===== src/rtl/fpga_robots_game_reset.sv =====
// -----------------------------------------------------------------------------
// fpga_robots_game_reset
//
// Reset sequencer for the robots game. It waits for both PLLs to report lock,
// requires that lock to hold for STABLE_CYCLES clocks, then holds the game
// reset for RESET_HOLD more clocks before releasing it. A lock loss while
// running re-asserts reset at once and restarts the whole sequence. The game
// logic can also ask for a fresh reset hold with soft_rst.
//
// Ports
//   clk         game clock, rising edge
//   rst         asynchronous active-high reset
//   locked_a    PLL LOCKED inputs, asynchronous to clk, one bit per PLL
//   soft_rst    single-cycle request to re-run the reset hold (RUN only)
//   clear_lost  clears the sticky lost flag
//   rst_out     registered active-high reset for the game logic
//   ready       inverse of rst_out
//   lost        sticky flag, set when lock drops while running
//   loss_count  saturating count of lock losses
//
// Build option
//   FPGA_ROBOTS_GAME_RESET_LOSSCNT_EN  when defined, loss_count counts every
//   RUN -> WAIT transition and saturates at 255; otherwise it is tied to 0.
//
// States
//   WAIT   | synchronized lock low, counters cleared
//   STABLE | lock high, counting STABLE_CYCLES consecutive cycles
//   DRAIN  | lock stable, holding reset for RESET_HOLD cycles
//   RUN    | reset released, game running
// -----------------------------------------------------------------------------
module fpga_robots_game_reset #(
    parameter int SYNC_STAGES   = 2,
    parameter int STABLE_CYCLES = 65536,
    parameter int RESET_HOLD    = 16
) (
    input  logic       clk,
    input  logic       rst,
    input  logic [1:0] locked_a,
    input  logic       soft_rst,
    input  logic       clear_lost,
    output logic       rst_out,
    output logic       ready,
    output logic       lost,
    output logic [7:0] loss_count
);

    localparam int SC_W = $clog2(STABLE_CYCLES + 1);
    localparam int HC_W = $clog2(RESET_HOLD + 1);

    localparam logic [SC_W-1:0] SC_LAST = SC_W'(STABLE_CYCLES - 1);
    localparam logic [HC_W-1:0] HC_LAST = HC_W'(RESET_HOLD - 1);

    localparam logic [1:0] S_WAIT   = 2'd0;
    localparam logic [1:0] S_STABLE = 2'd1;
    localparam logic [1:0] S_DRAIN  = 2'd2;
    localparam logic [1:0] S_RUN    = 2'd3;

    logic [SYNC_STAGES-1:0] sync_q;
    logic                   lk;
    logic [1:0]             state, state_nxt;
    logic [SC_W-1:0]        sc, sc_nxt;
    logic [HC_W-1:0]        hc, hc_nxt;
    logic                   lost_set;

    // Both PLLs are combined before synchronizing so a single lock bit
    // crosses into the clk domain.
    always_ff @(posedge clk or posedge rst) begin
        if (rst) begin
            sync_q <= '0;
        end else begin
            sync_q <= {sync_q[SYNC_STAGES-2:0], &locked_a};
        end
    end

    assign lk = sync_q[SYNC_STAGES-1];

    // Counters default to zero so every state change starts them clean;
    // they only advance while the FSM stays in its counting state and stop
    // at the terminal value, so they can never wrap.
    always_comb begin
        state_nxt = state;
        sc_nxt    = '0;
        hc_nxt    = '0;
        lost_set  = 1'b0;
        case (state)
            S_WAIT: begin
                if (lk) state_nxt = S_STABLE;
            end
            S_STABLE: begin
                if (!lk)                state_nxt = S_WAIT;
                else if (sc == SC_LAST) state_nxt = S_DRAIN;
                else                    sc_nxt    = sc + 1'b1;
            end
            S_DRAIN: begin
                if (!lk)                state_nxt = S_WAIT;
                else if (hc == HC_LAST) state_nxt = S_RUN;
                else                    hc_nxt    = hc + 1'b1;
            end
            S_RUN: begin
                // Lock loss takes priority over a coincident soft reset.
                if (!lk) begin
                    state_nxt = S_WAIT;
                    lost_set  = 1'b1;
                end else if (soft_rst) begin
                    state_nxt = S_DRAIN;
                end
            end
            default: state_nxt = S_WAIT;
        endcase
    end

    // rst_out is decoded from state_nxt and registered alongside state, so it
    // is a clean flop output that is low exactly while state is RUN.
    always_ff @(posedge clk or posedge rst) begin
        if (rst) begin
            state   <= S_WAIT;
            sc      <= '0;
            hc      <= '0;
            rst_out <= 1'b1;
            lost    <= 1'b0;
        end else begin
            state   <= state_nxt;
            sc      <= sc_nxt;
            hc      <= hc_nxt;
            rst_out <= (state_nxt != S_RUN);
            if (lost_set)        lost <= 1'b1;
            else if (clear_lost) lost <= 1'b0;
        end
    end

    assign ready = ~rst_out;

`ifdef FPGA_ROBOTS_GAME_RESET_LOSSCNT_EN
    logic [7:0] loss_cnt_q;

    always_ff @(posedge clk or posedge rst) begin
        if (rst) begin
            loss_cnt_q <= 8'd0;
        end else if (lost_set && (loss_cnt_q != 8'hFF)) begin
            loss_cnt_q <= loss_cnt_q + 8'd1;
        end
    end

    assign loss_count = loss_cnt_q;
`else
    assign loss_count = 8'd0;
`endif

endmodule


===== config.mk =====
export PLATFORM = sky130hd
export DESIGN_NAME = fpga_robots_game_reset
export DESIGN_NICKNAME = d
export VERILOG_FILES = /design/src/rtl/fpga_robots_game_reset.sv
export SDC_FILE = /design/constraint.sdc
export NUM_CORES = 1
export LEC_CHECK = 0
export ABC_CLOCK_PERIOD_IN_PS = 1700
export BUFFER_PORTS_ARGS = -buffer_cell sky130_fd_sc_hd__buf_2
export CAP_MARGIN = 10
export CORE_ASPECT_RATIO = 0.8
export CORE_MARGIN = 4
export CORE_UTILIZATION = 50
export CTS_CLUSTER_SIZE = 16
export DETAILED_ROUTE_END_ITERATION = 16
export PLACE_DENSITY_LB_ADDON = 0.15
export SLEW_MARGIN = 10
export SYNTH_ARGS = -nofsm -noshare
export SYNTH_HDL_FRONTEND = slang
export SYNTH_SLANG_ARGS = --single-unit

===== constraint.sdc =====
create_clock -name clk -period 1.7 [get_ports clk]
set_input_delay 0.085 -clock clk [delete_from_list [all_inputs] [get_ports clk]]
set_output_delay 0.085 -clock clk [all_outputs]
set_load 0.01 [all_outputs]

---- Yosys cells after proc, flatten, opt, wreduce, memory -nomap -nowiden ----
Cells that the tools add are included.
operators by class
  add/subtract/negate cells ............... 2
  eq/ne operators ......................... 6
  mux-type cells .......................... 18
  bitwise operators ....................... 1
  reductions and logical operators ........ 3
operators with widths
  kind                     count
  $mux W17                 3
  $add A17 B1 Y17 const B  1
  $eq A17 B16 Y1 const B   1
  $mux W5                  3
  $mux W2                  7
  $pmux W2 S4              1
  $add A5 B1 Y5 const B    1
  $eq A5 B4 Y1 const B     1
  $eq A2 B2 Y1 const B     2
  $mux W1                  4
  $eq A2 B1 Y1 const B     1
  $logic_not A2 Y1         1
  $ne A2 B2 Y1 const B     1
  $reduce_and A2 Y1        1
  $reduce_bool A2 Y1       1
  $not A1 Y1               1
storage, ports and cells
  register bits ........................... 28
  bits of input ports ..................... 6
  output and inout port bits .............. 11
  word-level logic and storage cells ...... 36

---- Logic depth before layout (Yosys ltp) ----
Gate-level depths: netlist (run 1).
  depth after elaboration ................. 5
  mapped depth ............................ 6
  mapped depth without buffers ............ 5

---- Least setup slack after synthesis (run 1) ----
Ideal clock, no wire load.
  path kind ............................... flip-flop to flip-flop
  start point ............................. register sc[0]
  end point ............................... register sc[15]
  library setup time ...................... 0.119 ns
  arrival ................................. 1.700 ns
  required time ........................... 1.581 ns
  path slack .............................. -0.119 ns
  stages on the path, launching flop included .. 7
  path buffers ............................ 1
  clock period less this slack ............ 1.819 ns
  path through ............................ dfrtp_1 -> ha_1 -> nand3_1 -> nor4_1 -> a21o_2 -> buf_6 -> nor2_1
between the ends
  cells in the longest elaborated chain, start to end .. 4
  elaborated cells on any way between the ends .. 5
  those cells by class .................... add/sub: 1; eq/ne: 1; mux: 3
ends and longest elaborated chain
  element                                            line    RTL
  start: declaration                                 61      logic [SC_W-1:0] sc, sc_nxt;
  start signal: assignment                           123     sc <= sc_nxt;
  $add A17 B1 Y17 or $eq A17 B16 Y1 (tied branches)  92, 91
  $mux W17 *                                         91      else if (sc == SC_LAST) state_nxt = S_DRAIN;
  $mux W17 *                                         90      if (!lk) state_nxt = S_WAIT;
  $mux W17 *                                         85      case (state)
  net sc_nxt[15]                                     61
Mark *: on every way through the listed nets, which the timed path passes. The rest lies on a longest branch.
A chain may end at the register's enable or synchronous reset.

---- Final worst setup path (run 1) ----
  start point ............................. register sc[0]
  end point ............................... register sc[14]
The elaborated chain is that of the path after synthesis.

==> results of run 1 <==
timing repair:
item                                    CTS  global route
endpoints found under the setup margin    1            16
hold buffers                              4             0
pin swaps                                 2             1
gates resized for setup                   0             1
setup buffers                             1             0
hold endpoints to repair                 29             0
logic make-up after synthesis:
| family | Yosys count | synth area share (%) |
|---|---|---|
| muxes | 1 | 0.745 |
| other | 1 | 0.279 |
| xor gates and xnor gates | 13 | 8.47 |
| and+or+nand+nor | 59 | 23.2 |
| AOI/OAI and AO/OA | 11 | 5.40 |
| buffers and inverters | 18 | 7.82 |
| adders and majority gates | 2 | 1.86 |
| DFF | 28 | 52.2 |
flip-flops by register name, indices dropped and copies added (netlist names):
signal	cells
state	2
hc	5
sc	17
sync_q	2
lost	1
rst_out	1
metal layers:
metal,routed length [µm],global-route usage (%)
met5,0,0
met4,12,2.36
met3,127,4.31
met2,1140,26.3
met1,1120,17.9
cells in the mapped netlist (all sizes together):
library cell,count
mux2i,1
o21ai,3
nor2,20
and3,1
a21o,1
or4,1
clkbuf,1
inv,8
conb,1
a21oi,2
xnor2,9
nor3,2
dfrtp,27
nand2,9
dfstp,1
and2,2
nor4,4
a21boi,1
a311oi,1
nand4,6
o211a,1
xor2,4
a31oi,1
ha,2
or3,2
nand3,8
nor3b,1
buf,9
nand4b,1
o22ai,1
and4,1
or2,1
layout by cell type (no fill, tap or decap), types with 2 or more instances in the layout:
| cell | netlist | final |
|---|---|---|
| dfrtp_1 | 27 | 27 |
| xnor2_1 | 9 | 9 |
| buf_2 | 0 | 8 |
| conb_1 | 1 | 8 |
| xor2_1 | 4 | 4 |
| clkbuf_4 | 0 | 3 |
| o21ai_0 | 3 | 3 |
| and2_1 | 2 | 2 |
| nand2_1 | 9 | 9 |
| nor3_1 | 2 | 2 |
| nor2_1 | 20 | 20 |
| buf_4 | 8 | 11 |
| dlygate4sd3_1 | 0 | 4 |
| nand4_1 | 5 | 5 |
| inv_1 | 8 | 8 |
| nand3_1 | 8 | 7 |
| nor4_1 | 4 | 3 |
path summary, 6_finish.rpt:
path	from	cells past startpoint	to	slack, ns
max	sc[0]$_DFF_PP0_	5	sc[14]$_DFF_PP0_	-0.007
min	soft_rst	3	rst_out$_DFF_PP1_	0.03
max reg2reg	sc[0]$_DFF_PP0_	5	sc[14]$_DFF_PP0_	-0.007
min reg2reg	sync_q[0]$_DFF_PP0_	0	sync_q[1]$_DFF_PP0_	0.37
max in group asynchronous	rst	4	rst_out$_DFF_PP1_	1.05
min in group asynchronous	rst	4	hc[3]$_DFF_PP0_	0.36
metrics by stage:
| step | setup TNS [ns] | setup WS, ns | util [%] | area [µm²] | hold slack (ns) |
|---|---|---|---|---|---|
| after floorplan | 0 | 0.00136 | - | 1400 | 0.150 |
| after global placement | 0 | 0.0524 | 59.4 | 1490 | 0.158 |
| after detailed placement | 0 | 0.00648 | 59.4 | 1490 | 0.173 |
| after CTS | 0 | 0.0145 | 62.7 | 1570 | 0.0221 |
| after global routing | -0.424 | -0.0770 | 62.9 | 1570 | 0.0159 |
| final | -0.00722 | -0.00722 | 62.9 | 1570 | 0.0310 |
power by group through the flow:
stage / Combinational (µW) / Sequential, µW / Clock [µW]
floorplan: 41.8 / 686 / 0
finish: 45.2 / 676 / 308
global placement: 37.6 / 688 / 0
global route: 52.1 / 677 / 350
CTS: 45.7 / 676 / 320
detailed placement: 38.7 / 688 / 0
layout make-up:
cell class	count	area (µm²)	area share, %
multi-input combinational	94	598	38.0
tap	36	45.0	2.86
sequential	28	702	44.6
inverter	8	30.0	1.91
timing repair buffer	23	163	10.3
clock buffer	4	36.3	2.31
worst min-delay path, cell delays in order:
cell     delay (ns)
buf_2          0.07
mux2i_1        0.08
nand3_1        0.09
==> metrics.md, run 1 <==
| Metric | Value |
|---|---|
| Unique cell type count in the Yosys netlist | 35 |
| Crit end category | flip-flop |
| Fin cells | 193 |
| Max incr delay on CP | ~0.53 ns |
| CP bufs+invs | 0 |
| Share of post-route cells with drive strength above 1 | 21.0% |
| WP data required | 1.96 ns |
| Violations in the final reports | negative setup slack |
| Tot GR Track Use | about 15% |
| Post-Syn Area | 0.00134 mm² |
| Combinational Power Share | ~4.4% |
| DR vias | 981 |
| Arr. time, crit path | between 1.5 and 2 ns |
| Net switching power | 211 µW |
| Final setup viols | 1 |
| Vert. Die Dim | 54.4 µm |
| Nets | approximately 170 |
| Wire per inst | 12.4 µm |
| Cell Chain, Critical Path | ha_4 -> nand3_4 -> or4_4 -> or3_1 -> a21oi_2 |
| Vias in the first global route | 920 |
| Post-Route Skew | 0.0117 ns |
| Die Wd | 66.0 µm |
| # H-tree levels | 1 |
| Num rows | 16 |
| Number of fill cells in the layout | 210 |
| Port buffer count | 8 |
| CTS root buffer | clkbuf_4 |
| CTS tree | yes |
| CORE AREA | between 0.002 and 0.003 mm² |
| I/O pins | 17 |
| Clock buffer depth | 2 |
| First-pass GRT wire length | 3.94 mm |
| Starting Density | 53.7% |
| Area Growth Syn to Fin | 17.1% |
| Initial antenna violation count | 0 |
| Clock power frac | 29.9% |
| CP max FO | 3 |
| Max-slew violations | 0 |
| Hpwl dp | 1.74 mm |
| RSZ-0062 raised after global routing | true |
| Fmax | 586 MHz |
| Cell Pwr Density | around 650 mW/mm² |
| Final period util | 100% |
| Int Power | 818 µW |
| Placed insts | between 150 and 200 |
| GP Congestion | 0.770 |
| Largest net degree at the start of global routing | 29 |
| Area of the die | 0.00359 mm² |
| Critical Path Source Type | flip-flop |
| Hold Crit Class | input port to flip-flop |
| Total wire length | around 2.4 mm |
| Clk slew on worst S/H paths | 0.14 ns |
| Drt first-iter violations | 69 |
| Crit path kind | flip-flop to flip-flop |
| Total power | 1030 µW |
| Max IR drop VDD | between 0.0005 and 0.0006 V |
| Synth Warn # | 0 |
| Sequential power share | between 60% and 70% |
| Cell family with the largest share of critical-path delay | simple AND/OR/NAND/NOR gates |
| Lkg Pwr | 0.000682 µW |
| Cell taking the most area after synthesis | dfrtp_1 |
| Via density | between 5 and 6 |
| Mapped Cells | 133 |
| Worst path slowest cell | or4_4 |
| Fin crit period | 1.71 ns |
| Clock sink count | 28 |
| # DRC | 0 |
| Status | finished, violations left |
| Worst skew pair latency | 0.32 ns |
| Register bit total from synthesis | 28 |
| MaxCap Viol Count | 0 |
| Diode count | 0 |
| DRT Pass-1 Iters | 4 |
| Avg Cell Area, Syn | 10.1 µm² |
| Synth area leaders | dfrtp_1 (50%), xnor2_1 (5.9%), nor2_1 (5.6%) |
| Inserted Clock Buffers | 3 |
| Fin. Hold Viols | 0 |
| Grt ovf | 0 |
| Register area share after synthesis | 52.2% |
| Post-route setup slack | -0.00722 ns |
| Net Sw Frac | 20.5% |
| ANT nets after route | 0 |
| Area fraction of the dominant cell type after synthesis | 50.3% |
(Power assumes the default switching activity.)
==> inputs of run 2 (changes only) <==
Settings changed: CORE_UTILIZATION 50 to 30.
==> run 2 against run 1 <==
  * The flow now finishes without violations
  * Die area up 57%
  * First-iteration DRC count down 25%
  * Register-to-register slack better by 0.02 ns
  * Power up 20%
  * Sequential power about the same
  * Non-clock buffer count down 1
  * Worst setup slack better by 0.021 ns
  * Fmax up 1.2%
  * Clock skew down 0.0061 ns
  * Worst hold slack worse by 0.020 ns
  * Largest cell class unchanged
  * Highest routed layer unchanged
==> metrics.md, run 2 (same netlist as run 1, synthesis figures left out) <==
| Metric | Value |
|---|---|
| Status | complete, no violations |
| Fmax | around 590 MHz |
| Crit path kind | flip-flop to flip-flop |
| Placed cell areas | 0.00153 mm² |
| WP data required | 1.90 ns |
| RSZ-0062 raised after global routing | true |
| Fin. Hold Viols | 0 |
| Fin cells | 213 |
| GRT met1 Usage | approximately an eighth |
| CTS tree | yes |
| Total wire length | around 2.4 mm |
| Hold Crit Class | input port to flip-flop |
| Grt ovf | 0 |
| Max-slew violations | 0 |
| ANT nets after route | 0 |
| MaxCap Viol Count | 0 |
| Arr. time, crit path | roughly 1.9 ns |
| Critical Path Source Type | flip-flop |
| Wire per inst | 11.4 µm |
| Tot GR Track Use | 10.0% |
| First-pass GRT wire length | 4.49 mm |
| Max IR drop VDD | between 0.0003 and 0.0004 V |
| Biggest regs | sc (17), hc (5) |
| R2R depth | 5 |
| Post-Route Skew | 0.00563 ns |
| CTS root buffer | clkbuf_8 |
| Top reg by flops | sc |
| Diode count | 0 |
| Num rows | 21 |
| Most frequent cells in the layout | dfrtp_1 (26), nor2_1 (20), buf_4 (12) |
| CP max FO | 3 |
| # DRC | 0 |
| Commonest non-fill, non-tap cell in the layout | dfrtp_1 |
| Max reg flops | 17 |
| Port buffer count | 8 |
| Initial antenna violation count | 0 |
| Vias in the first global route | 955 |
| Clk slew on worst S/H paths | approximately 0.10 ns |
| # H-tree levels | 1 |
| GR Util met3 | between 3 and 4% |
| Placed insts | 207 |
| Drt first-iter violations | 52 |
| Clock buffer depth | 2 |
| Busiest grt layer | met2 |
| Hold Crit Depth | 2 |
| Share of post-route cells with drive strength above 1 | 23.1% |
| Area of the die | between 0.005 and 0.006 mm² |
| Vert. Die Dim | between 60 and 70 µm |
| Final period util | between 90% and 100% |
| Inserted Clock Buffers | 3 |
| Area Growth Syn to Fin | 21.2% |
| Nets | ~170 |
| Via density | about 4.4 |
| GP Congestion | approximately 0.74 |
| Lkg Pwr | 0.000692 µW |
| I/O pins | 17 |
| CORE AREA | 0.00426 mm² |
| Hpwl dp | 1.85 mm |
| DR vias | 940 |
| DRT Pass-1 Iters | 4 |
| Final instance area | 0.00163 mm² |
| Worst skew pair latency | 0.27 ns |
| Clock sink count | 28 |
| Starting Density | approximately a third |
| Largest net degree at the start of global routing | 20 |
| Cell Pwr Density | 761 mW/mm² |
| GRT met2 Usage | 16.4% |
| Die Wd | 82.8 µm |
| Crit end category | flip-flop |
| Final setup viols | 0 |
| Fin crit period | 1.69 ns |
-- run 2: changes by cell type in the layout (fill, tap and decap cells not counted), sizes merged --
cell	previous run	this run
clkbuf	4	3
buf	19	20
dlygate4sd3	4	2
bufinv	0	1
-- run 2: path summary, 6_finish.rpt --
kind / from / end / slack, ns
max in group asynchronous: rst / sc[6]$_DFF_PP0_ / 0.76
max: sc[0]$_DFF_PP0_ / sc[14]$_DFF_PP0_ / 0.01
max reg2reg: sc[0]$_DFF_PP0_ / sc[14]$_DFF_PP0_ / 0.01
min: locked_a[1] / sync_q[0]$_DFF_PP0_ / 0.01
min reg2reg: sync_q[0]$_DFF_PP0_ / sync_q[1]$_DFF_PP0_ / 0.36
min in group asynchronous: rst / hc[4]$_DFF_PP0_ / 0.32
-- run 2: layout make-up --
class / count / area, µm²
fillers: 432 / 2630
repair buffers: 22 / 150
well taps: 57 / 71.3
flip-flops and latches: 28 / 703
clock buffers: 3 / 41.3
inverters: 8 / 30.0
clock inverters: 1 / 30.0
multi-input cells: 94 / 603
-- run 2: timing repair --
item                                    in CTS  in global routing
hold buffers                                 2                  0
hold endpoints to repair                     9                  0
endpoints found under the setup margin       1                  1
setup buffers                                0                  0
pin swaps                                    1                  3
resized for setup                            1                  3
-- run 2: stage by stage --
step | setup slack, ns | hold slack [ns] | utilization [%] | total power (µW) | setup TNS [ns]
final | 0.0137 | 0.0110 | 38.3 | 1240 | 0
after global routing | -0.0504 | 0.0101 | 38.3 | 1290 | -0.0504
after CTS | -0.00263 | 0.00541 | 38.1 | 1260 | -0.00263
after detailed placement | 0.00810 | 0.0877 | 35.9 | 728 | 0
after global placement | 0.0488 | 0.0694 | 35.9 | 727 | 0
after floorplan | 0.00136 | 0.150 | - | 727 | 0
-- run 2: routing by layer --
metal  vias to the layer above  routed length [µm]
li1                        479                   -
met1                       438                1260
met2                        21                1030
met3                         2                 134
met4                         0                  13
met5                         -                   0
-- run 2: report_power, final --
group | total (µW) | internal [µW] | switching [µW]
registers | 675 | 670 | 5.00
clock network | 523 | 315 | 208
logic | 42.1 | 13.4 | 28.7
-- run 2: worst max-delay path, stage by stage, from the launching register on --
cell	delay, ns
dfrtp_1	0.41
ha_4	0.17
nand3_4	0.08
or4_4	0.49
or3_4	0.34
a21oi_2	0.14
==> inputs of run 3 (changes only) <==
Settings changed: PLACE_DENSITY_LB_ADDON 0.15 to 0.2.
==> run 3 against run 2 <==
  * Combinational power about the same
  * Global-route usage down 0.23 points
  * Sequential share of layout area up 0.63 points
  * Largest power group unchanged
==> metrics.md, run 3 (same netlist as run 1, synthesis figures left out) <==
| Metric | Value |
|---|---|
| Cell Pwr Density | slightly above 700 mW/mm² |
| Max IR drop VDD | 0.000270 V |
| Int Power | 891 µW |
| Hpwl dp | ~1.8 mm |
| Num rows | 21 |
| CTS tree | yes |
| Sequential power share | between 50% and 60% |
| Area of the die | 0.00562 mm² |
| RSZ-0062 raised after global routing | true |
| Die Wd | approximately 83 µm |
| Max reg flops | 17 |
| Clock sink count | 28 |
| Top reg by flops | sc |
| Fin cells | 213 |
| DR vias | 939 |
| # H-tree levels | 1 |
| Arr. time, crit path | around 1.9 ns |
| Vias in the first global route | 908 |
| Lkg Pwr | 0.000685 µW |
| Critical Path Source Type | flip-flop |
| Net Sw Frac | around a fifth |
| Final setup viols | 0 |
| Final period util | 98.1% |
| Hold_ws | 0.0166 ns |
| Grt ovf | 0 |
| Inserted Clock Buffers | 3 |
| WP data required | 1.90 ns |
| Starting Density | 31.6% |
| ANT nets after route | 0 |
| Fmax | 600 MHz |
| Fin. Hold Viols | 0 |
| Via density | around 4.4 |
| Clk slew on worst S/H paths | 0.09 ns |
| Commonest non-fill, non-tap cell in the layout | dfrtp_1 |
| Placed insts | 206 |
| Worst skew pair latency | 0.27 ns |
| Post-Route Skew | 0.00250 ns |
| Share of post-route cells with drive strength above 1 | 21.2% |
| Area Growth Syn to Fin | 19.3% |
| MaxCap Viol Count | 0 |
| Largest net degree at the start of global routing | 18 |
| Initial antenna violation count | 0 |
| Crit end category | flip-flop |
| Number of fill cells in the layout | 429 |
| Clock buffer depth | 2 |
| CORE AREA | 0.00426 mm² |
| Crit path kind | flip-flop to flip-flop |
| Most frequent cells in the layout | dfrtp_1 (27), nor2_1 (20), buf_4 (12) |
| Max-slew violations | 0 |
| CTS root buffer | clkbuf_8 |
| Total wire length | 2.35 mm |
| First-pass GRT wire length | roughly 4.3 mm |
| Diode count | 0 |
| Nets | 165 |
| Biggest regs | sc (17), hc (5) |
| Vert. Die Dim | 67.9 µm |
| I/O pins | 17 |
| Drt first-iter violations | 28 |
| Port buffer count | 8 |
| Hold Crit Class | input port to flip-flop |
| Fin crit period | 1.67 ns |
| GP Congestion | 0.753 |
| Clock power frac | 36.6% |
| Pre-CTS WS | approximately 0.025 ns |
| Net switching power | 240 µW |
| DRT Pass-1 Iters | 4 |
| # DRC | 0 |
| Combinational Power Share | 3.7% |
| Status | complete, no violations |
| CP max FO | 3 |
| Wire per inst | 11.1 µm |
| Tot GR Track Use | 9.77% |
| Post-route setup slack | 0.0330 ns |
-- run 3: cell count changes in the layout (fill, tap and decap cells not counted) --
cell       previous run  this run
bufinv_16             1         0
dfrtp_1              26        27
a21oi_1               1         2
dfrtp_2               1         0
a21oi_2               1         0
clkbuf_8              3         4
or3_1                 0         1
or3_4                 1         0
-- run 3: routing by layer --
metal | GRT usage [%] | share of wire (%) | vias up
li1 | - | - | 477
met5 | 0 | 0 | -
met1 | 12.3 | 50 | 438
met2 | 15.2 | 43 | 22
met4 | 4.90 | 1.5 | 0
met3 | 3.25 | 5.4 | 2
-- run 3: final timing paths --
check                      slack [ns]                 from  cells after the start                  end
setup / recovery                 0.03      sc[1]$_DFF_PP0_                      5     sc[14]$_DFF_PP0_
hold / removal                   0.02          locked_a[1]                      2  sync_q[0]$_DFF_PP0_
setup reg to reg                 0.03      sc[1]$_DFF_PP0_                      5     sc[14]$_DFF_PP0_
hold reg to reg                  0.38  sync_q[0]$_DFF_PP0_                      0  sync_q[1]$_DFF_PP0_
max in group asynchronous        0.76                  rst                      4     sc[10]$_DFF_PP0_
min in group asynchronous        0.34                  rst                      3  sync_q[0]$_DFF_PP0_
-- run 3: area by class of cell --
| class | instances | area, µm² | share of cell area [%] |
|---|---|---|---|
| multi-input combinational | 94 | 594 | 37.1 |
| sequential | 28 | 702 | 43.8 |
| timing repair buffer | 22 | 150 | 9.37 |
| tap | 57 | 71.3 | 4.45 |
| inverter | 8 | 30.0 | 1.87 |
| clock buffer | 4 | 55.1 | 3.43 |
-- run 3: what timing repair did --
action | CTS | global route
gates resized for setup | 0 | 1
endpoints found under the setup margin | 1 | 1
hold buffers | 2 | 0
buffers inserted | 1 | 0
endpoints found under the hold margin | 11 | 0
pin swaps | 0 | 1
-- run 3: stage by stage --
step	power [µW]	util (%)	TNS (ns)	cell area (µm²)
6_report	1130	37.7	0	1600
5_1_grt	1190	37.7	-0.0264	1600
4_1_cts	1160	37.7	0	1600
3_5_place_dp	728	35.7	0	1520
3_3_place_gp	727	35.7	0	1520
2_1_floorplan	727	-	0	1400
-- run 3: power by group through the flow --
stage | clock [µW] | sequential, µW | combinational [µW]
final | 414 | 675 | 41.9
after global routing | 465 | 676 | 48.3
after CTS | 438 | 675 | 43.2
after detailed placement | 0 | 688 | 39.6
after global placement | 0 | 688 | 39.0
after floorplan | 0 | 686 | 41.8
-- run 3: critical path, stage by stage (launching register included) --
cell and delay (ns):
dfrtp_1 0.40, ha_4 0.16, nand3_4 0.08, or4_4 0.52
or3_1 0.31, a21oi_1 0.13
